===== src/rtl/alu_pkg.sv =====
// Shared ALU/multdiv definitions: controller states, Booth step codes, datapath width.
package alu_pkg;

  localparam int unsigned WORD_W = 32;

  typedef enum logic [1:0] {
    ST_IDLE = 2'd0,
    ST_RUN  = 2'd1,
    ST_DONE = 2'd2
  } state_t;

  typedef enum logic [1:0] {
    BOOTH_NOP = 2'd0,
    BOOTH_ADD = 2'd1,
    BOOTH_SUB = 2'd2
  } booth_op_t;

  // Radix-2 Booth recoding of {L[0], q}.
  function automatic booth_op_t booth_decode(input logic [1:0] bits);
    case (bits)
      2'b01:   return BOOTH_ADD;
      2'b10:   return BOOTH_SUB;
      default: return BOOTH_NOP;
    endcase
  endfunction

endpackage


===== src/rtl/booth_step_ctl.sv =====
// Combinational Booth step: drives the shared adder and selects the 33-bit step result.
module booth_step_ctl
  import alu_pkg::*;
#(
  parameter int unsigned W = WORD_W
) (
  input  logic         active_i,
  input  logic [1:0]   bits_i,
  input  logic [W-1:0] u_i,
  input  logic [W-1:0] m_i,
  input  logic [W-1:0] sum_i,
  input  logic         cout_i,
  output logic [W-1:0] add_a_o,
  output logic [W-1:0] add_b_o,
  output logic         add_cin_o,
  output logic [W:0]   s_o
);

  booth_op_t op;

  always_comb begin
    op        = active_i ? booth_decode(bits_i) : BOOTH_NOP;
    add_a_o   = u_i;
    add_b_o   = '0;
    add_cin_o = 1'b0;
    s_o       = {u_i[W-1], u_i};
    // Bit 32 of the true sum is recovered from the operand signs and the adder carry-out.
    case (op)
      BOOTH_ADD: begin
        add_b_o = m_i;
        s_o     = {u_i[W-1] ^ m_i[W-1] ^ cout_i, sum_i};
      end
      BOOTH_SUB: begin
        add_b_o   = ~m_i;
        add_cin_o = 1'b1;
        s_o       = {u_i[W-1] ^ ~m_i[W-1] ^ cout_i, sum_i};
      end
      default: ;
    endcase
  end

endmodule


===== src/rtl/booth_mult_seq.sv =====
// Sequential radix-2 Booth multiplier using an external shared 32-bit adder; 33-cycle latency.
module booth_mult_seq
  import alu_pkg::*;
#(
  parameter int unsigned N_BITS = WORD_W,
  parameter int unsigned CNT_W  = 6
) (
  input  logic              clock,
  input  logic              reset,
  input  logic              start,
  input  logic [N_BITS-1:0] multiplicand,
  input  logic [N_BITS-1:0] multiplier,
  output logic [N_BITS-1:0] result,
  output logic              exception,
  output logic              ready,
  output logic              busy,
  output logic [N_BITS-1:0] add_a,
  output logic [N_BITS-1:0] add_b,
  output logic              add_cin,
  input  logic [N_BITS-1:0] add_sum,
  input  logic              add_cout
);

  state_t              state_q, state_d;
  logic [N_BITS-1:0]   u_q, u_d;
  logic [N_BITS-1:0]   l_q, l_d;
  logic                q_q, q_d;
  logic [N_BITS-1:0]   m_q, m_d;
  logic [CNT_W-1:0]    cnt_q, cnt_d;
  logic [N_BITS-1:0]   result_q, result_d;
  logic                exc_q, exc_d;

  logic [N_BITS:0]     s;
  logic [N_BITS-1:0]   step_u, step_l;
  logic [N_BITS:0]     ovf_bits;

  booth_step_ctl #(.W(N_BITS)) u_step (
    .active_i (state_q == ST_RUN),
    .bits_i   ({l_q[0], q_q}),
    .u_i      (u_q),
    .m_i      (m_q),
    .sum_i    (add_sum),
    .cout_i   (add_cout),
    .add_a_o  (add_a),
    .add_b_o  (add_b),
    .add_cin_o(add_cin),
    .s_o      (s)
  );

  assign step_u   = s[N_BITS:1];
  assign step_l   = {s[0], l_q[N_BITS-1:1]};
  assign ovf_bits = {step_u, step_l[N_BITS-1]};

  always_comb begin
    state_d  = state_q;
    u_d      = u_q;
    l_d      = l_q;
    q_d      = q_q;
    m_d      = m_q;
    cnt_d    = cnt_q;
    result_d = result_q;
    exc_d    = exc_q;
    case (state_q)
      ST_RUN: begin
        u_d   = step_u;
        l_d   = step_l;
        q_d   = l_q[0];
        cnt_d = cnt_q + 1'b1;
        if (cnt_q == CNT_W'(N_BITS - 1)) begin
          state_d  = ST_DONE;
          result_d = step_l;
          exc_d    = !((ovf_bits == '0) || (ovf_bits == '1));
        end
      end
      default: begin
        state_d = ST_IDLE;
        if (start) begin
          state_d = ST_RUN;
          m_d     = multiplicand;
          u_d     = '0;
          l_d     = multiplier;
          q_d     = 1'b0;
          cnt_d   = '0;
        end
      end
    endcase
  end

  always_ff @(posedge clock or posedge reset) begin
    if (reset) begin
      state_q  <= ST_IDLE;
      u_q      <= '0;
      l_q      <= '0;
      q_q      <= 1'b0;
      m_q      <= '0;
      cnt_q    <= '0;
      result_q <= '0;
      exc_q    <= 1'b0;
    end else begin
      state_q  <= state_d;
      u_q      <= u_d;
      l_q      <= l_d;
      q_q      <= q_d;
      m_q      <= m_d;
      cnt_q    <= cnt_d;
      result_q <= result_d;
      exc_q    <= exc_d;
    end
  end

  assign result    = result_q;
  assign exception = exc_q;
  assign ready     = (state_q == ST_DONE);
  assign busy      = (state_q == ST_RUN);

endmodule


===== config.mk =====
export PLATFORM = sky130hd
export DESIGN_NAME = booth_mult_seq
export DESIGN_NICKNAME = d
export VERILOG_FILES = /design/src/rtl/alu_pkg.sv /design/src/rtl/booth_step_ctl.sv /design/src/rtl/booth_mult_seq.sv
export SDC_FILE = /design/constraint.sdc
export NUM_CORES = 1
export LEC_CHECK = 0
export CAP_MARGIN = 20
export CORE_MARGIN = 2
export CORE_UTILIZATION = 60
export CTS_BUF_LIST = sky130_fd_sc_hd__clkbuf_4 sky130_fd_sc_hd__clkbuf_8
export CTS_CLUSTER_SIZE = 20
export DETAILED_ROUTE_END_ITERATION = 6
export DONT_BUFFER_PORTS = 1
export GPL_ROUTABILITY_DRIVEN = 0
export PLACE_DENSITY_LB_ADDON = 0.3
export SYNTH_ARGS = -nofsm -noshare
export SYNTH_HDL_FRONTEND = slang
export SYNTH_SLANG_ARGS = --single-unit

===== constraint.sdc =====
create_clock -name clock -period 5.2 [get_ports clock]
set_clock_uncertainty 0.2 [all_clocks]
set_input_delay 0.26 -clock clock [delete_from_list [all_inputs] [get_ports clock]]
set_output_delay 0.26 -clock clock [all_outputs]
set_load 0.03 [all_outputs]

# == Word level (Yosys, flattened, before mapping) ==
# Index checks and enable logic that the tools add are counted.
# word_totals
reg_bits,138
input_bits,100
out_inout_bits,100
word_cells,47
# op_classes
add_sub_neg,1
n_eq_ne,9
mux,16
n_bitwise,7
reduce_logical,6
# op_table
cell,count
32-bit 2-to-1 mux,4
33-bit one-hot mux with 2 select lines,1
32-bit one-hot mux with 2 select lines,1
33-bit == test (second input constant),1
33-bit logical NOT,1
32-bit inverter,1
6-bit 2-to-1 mux,2
6-bit by 1-bit adder with 6-bit output (second input constant),1
2-bit by 1-bit == test with 1-bit output (second input constant),3
2-bit == test (second input constant),3
6-bit by 5-bit == test with 1-bit output (second input constant),1
2-bit 2-to-1 mux,3
1-bit 2-to-1 mux,4
2-bit one-hot mux with 2 select lines,1
2-bit AND reduction,2
1-bit bitwise XOR,4
2-bit inequality test (second input constant),1
1-bit inverter,2
2-bit nonzero test,1
1-bit logical NOT,1
1-bit logical OR,1

# == Depth between registers and ports, before layout ==
# depth
ltp_word,8
mapped_depth,13
ltp_nobuf,10

# == Hierarchy ==
# Synthesis repeated with hierarchy kept, for this count alone.
# hier_totals
cells_unflattened,601
area_unflattened_um2,6842.8
# by_module_without_submodules
mod,instances,cells_per_inst,area_each_um2,seq_area_each_um2
booth_mult_seq,1,485,5754.3,3453.3
booth_step_ctl,1,116,1088.5,0.0

# == Worst setup path before layout ==
# OpenSTA, ideal clock, no wires.
# synth_path
kind,reg-to-reg
start,register state_q[1]
end,register exc_q (netlist: exception)
setup_ns,0.124
arrival_time_ns,2.809
t_required_ns,4.876
path_slack_ns,2.067
path_stages_with_launch,13
n_path_buf,3
synth_period_minus_slack_ns,3.133
path_cell_list,dfrtp_1 -> nand2b_1 -> clkbuf_1 -> inv_1 -> clkbuf_1 -> clkbuf_1 -> nand3b_1 -> inv_1 -> ha_1 -> xnor3_1 -> nor2_1 -> xnor2_1 -> o31a_1
# synth_between
elab_chain_cells,7
elab_cells_between_ends,10
cone_classes,4 x eq/ne; 2 x mux; 4 x reduce/logical
# synth_lines
item,line_no,source
start: declaration,booth_mult_seq.sv:24,"state_t state_q, state_d;"
start signal: assignment,booth_mult_seq.sv:100,state_q <= state_d;
2-bit by 1-bit == test with 1-bit output *,"booth_mult_seq.sv:38, booth_mult_seq.sv:63",
2-bit 2-to-1 mux,booth_step_ctl.sv:22,op = active_i ? booth_decode(bits_i) : BOOTH_NOP;
2-bit == test / 2-bit by 1-bit == test with 1-bit output (equally long branches),booth_step_ctl.sv:28,case (op)
33-bit one-hot mux with 2 select lines,booth_step_ctl.sv:28,
33-bit == test / 33-bit logical NOT (equally long branches),booth_mult_seq.sv:72,exc_d = !((ovf_bits == '0) || (ovf_bits == '1));
1-bit logical OR,booth_mult_seq.sv:72,
1-bit logical NOT,booth_mult_seq.sv:72,
end signal: assignment,booth_mult_seq.sv:98,exc_q <= 1'b0;
end signal: assignment,booth_mult_seq.sv:107,exc_q <= exc_d;
end: declaration,booth_mult_seq.sv:31,"logic exc_q, exc_d;"
# Mark *: on every way between the ends. The rest lies on a longest branch, timed or not.
# A chain may end at the register's enable or synchronous reset.

# == Worst setup path after layout ==
# layout_path
start,register state_q[0]
end,register l_q[31]
# layout_between
elab_chain_cells,5
elab_cells_between_ends,7
cone_classes,3 x eq/ne; 3 x mux; 1 x reduce/logical
# layout_lines
item,line_no,source
2-bit by 1-bit == test with 1-bit output *,"booth_mult_seq.sv:38, booth_mult_seq.sv:63",
2-bit 2-to-1 mux,booth_step_ctl.sv:22,
2-bit == test / 2-bit by 1-bit == test with 1-bit output (equally long branches),booth_step_ctl.sv:28,
33-bit one-hot mux with 2 select lines,booth_step_ctl.sv:28,
32-bit 2-to-1 mux,booth_mult_seq.sv:63,case (state_q)
end signal: assignment,booth_mult_seq.sv:102,l_q <= l_d;
end: declaration,booth_mult_seq.sv:26,"logic [N_BITS-1:0] l_q, l_d;"
# Marked as above.

==> out/results.txt <==
Seq/Total Area, Yosys -> 0.518
Critical Path Source Type -> flip-flop
maximum fanout along the worst path -> 63
share of the synthesized area in the top cell type -> 0.518
Worst setup EP type -> flip-flop
drt wl/cell -> 21.3 um
row cnt -> 38
Hold Path Cell Cnt -> 4
DR pass1 iterations -> 6
Vert. Die Dim -> 109 um
Post-Place Setup Slack -> 1.83 ns
Routed WL -> 17.5 mm
antenna diode count -> 0
drt drc -> 0
Clock transition at path regs -> 0.09 ns
dpl hpwl -> 10.3 mm
Crit Path Class -> flip-flop to flip-flop
Longest Clk Path Bufs -> 2
Chip Width -> 109 um
area leader, netlist -> dfrtp_1
footprint of the flip-flops and latches -> 3450 um^2
uppermost layer routed -> met4
Final Cycle Share -> 0.726
status -> finished, final reports clean
Worst VDD drop -> 0.487 mV
Final Hold Viols -> 0
worst reg-to-reg path cell count -> 8
# resized after CTS -> 0
total power -> 5650 uW
first-pass GRT wire length -> 26.0 mm
minimum clock period -> 3.78 ns
Hold/Removal Path Class -> primary input to flip-flop
synthesized cell area -> 6660 um^2
vias in the first global route -> 5027
Initial DRC Count -> 595
Met1 Routed Length -> 6.91 mm
met2 routed WL -> 7.98 mm
synthesis-stage register bit count -> 138
Core Region -> 10800 um^2
cell count after synthesis -> 587
synth warn -> 0
Final setup viols -> 0
max_slew headroom -> 0.280
Peak Freq -> 0.265 GHz
synth unique cells -> 36
area of the multi-input gates -> 3000 um^2
Worst Path Required -> 5.31 ns
RSZ-0062 raised after global routing -> no
Post-CTS Setup Inserts -> 0
Vias -> 5139
synth top area cells -> dfrtp_1 (52%), mux2_2 (16%), mux2i_1 (8.3%), o21ai_0 (3.5%), a31o_2 (3.0%)
Root Driver -> clkbuf_8
die area -> 12000 um^2
Arr. time, crit path -> 3.89 ns
clock sinks -> 138
remaining global-route overflow -> 0
Nets -> 774
CTS tree -> yes
syn_area_per_cell -> 11.4 um^2
Port Buffer Count -> 0
Cell Pwr Density -> 690 nW/um^2
IO Pins -> 200
filler cell count in the final layout -> 701
sum of negative setup slack -> 0 ns
met3 WL -> 1.91 mm
fin. max-slew vios -> 0
CTS Buf Count -> 17
Starting Density -> 0.615
final core occ -> 0.756
largest net degree at the start of global routing -> 86
gr usage total -> 0.285
Max-cap violations -> 0
H-Tree Level Count -> 4
Clock Latency Late Sink -> 0.44 ns
setup ws final -> 1.42 ns
area grow syn2layout -> 23.0%
DR vias/cell -> 6.24
syn nets -> 690
layout cells sized above 1 -> 0.240
initial antenna violation count -> 0
Slew @ Worst Pin -> 1.08 ns
LEAKAGE -> 0.00380 uW
Post-DRT Antenna Nets -> 0
Fin Hold WS -> 0.0206 ns
kinds of logic (layout without fill, tap and decap cells):
kind of cell               count (synthesis)  after routing  synth area share
xor gates and xnor gates                   4              4           0.00732
AOI/OAI and AO/OA                         87             87            0.0809
buffers and inverters                     47            143            0.0317
muxes                                    152            152             0.247
and+or+nand+nor                          156            156             0.109
DFF                                      138            138             0.518
adders and majority gates                  3              3           0.00563
per-stage QoR:
stage,cells,cell area [um^2]
6_report,823,8200
5_1_grt,823,8200
4_1_cts,821,8170
3_5_place_dp,691,6720
3_3_place_gp,690,6700
2_1_floorplan,587,6660
critical path: stages (launching register included):
cell	delay, ns
dfrtp_1	0.41
nand2b_2	0.07
buf_4	0.48
nor3b_1	0.16
ha_2	1.09
mux2_2	0.47
nand2_1	0.09
o21ai_0	0.09
dlygate4sd3_1	0.59
flip-flops by register name (all words and copies together), names as in the netlist:
| name | cells |
|---|---|
| exception | 1 |
| m_q | 32 |
| q_q | 1 |
| l_q | 32 |
| result | 32 |
| cnt_q | 6 |
| u_q | 32 |
| state_q | 2 |
synthesized netlist by cell type, drive strengths merged:
cell type,number
xor2,2
a21oi,11
ha,3
clkinv,2
a211oi,1
nand4,10
o31a,1
mux2i,55
nor2,42
a31oi,2
or4b,1
inv,4
dfrtp,138
nor4,12
nand3b,2
a31o,23
o211a,1
nor2b,8
o21ai,46
xnor2,1
clkbuf,30
o22ai,1
mux2,97
xnor3,1
a22oi,1
nor4b,2
buf,11
nor3b,1
nand2,52
nand2b,2
nand3,20
nor3,2
and3,2
metal layers:
metal / up-vias / track usage
met5: - / 0
met4: 0 / 0.138
met3: 93 / 0.0943
met2: 340 / 0.443
met1: 2438 / 0.361
li1: 2268 / -
power breakdown:
group	leakage (uW)	internal [uW]	switching (uW)
Clock	0.000218	566	410
Sequential	0.00172	1570	938
Combinational	0.00187	950	1220
worst paths after layout:
| kind | start | end | slack, ns |
|---|---|---|---|
| min | add_sum[17] | exception | 0.02 |
| max | state_q[0] | l_q[31] | 1.42 |
| min in group asynchronous | reset | m_q[15] | 0.25 |
| max in group asynchronous | reset | l_q[30] | 3.36 |
| max reg2reg | state_q[0] | l_q[31] | 1.42 |
| min reg2reg | l_q[23] | l_q[22] | 0.31 |
layout make-up:
| class | count | share of cell area |
|---|---|---|
| clock buffers | 21 | 0.0345 |
| clock inverters | 10 | 0.0202 |
| inverters | 6 | 0.00489 |
| multi-input cells | 402 | 0.366 |
| flip-flops and latches | 138 | 0.421 |
| well taps | 140 | 0.0214 |
| repair buffers | 106 | 0.131 |
timing repair:
action / in CTS / in global routing
hold buffers: 99 / 1
endpoints found under the setup margin: 0 / 0
hold endpoints to repair: 185 / 1
placed cells by master, fill, tap and decap left out, types with 3 or more instances in the layout:
master / Yosys / routed
clkbuf_8: 0 / 20
mux2_2: 97 / 97
nor2_1: 42 / 42
nor4_1: 12 / 12
dfrtp_1: 138 / 138
nand3_1: 20 / 20
buf_4: 0 / 4
o21ai_0: 46 / 46
mux2i_1: 55 / 55
clkinvlp_4: 0 / 3
nor2b_1: 8 / 8
a31o_2: 23 / 23
nand4_1: 10 / 10
a21oi_1: 11 / 11
bufinv_16: 0 / 4
nand2_1: 52 / 52
dlygate4sd3_1: 0 / 99
(Power assumes the default switching activity.)
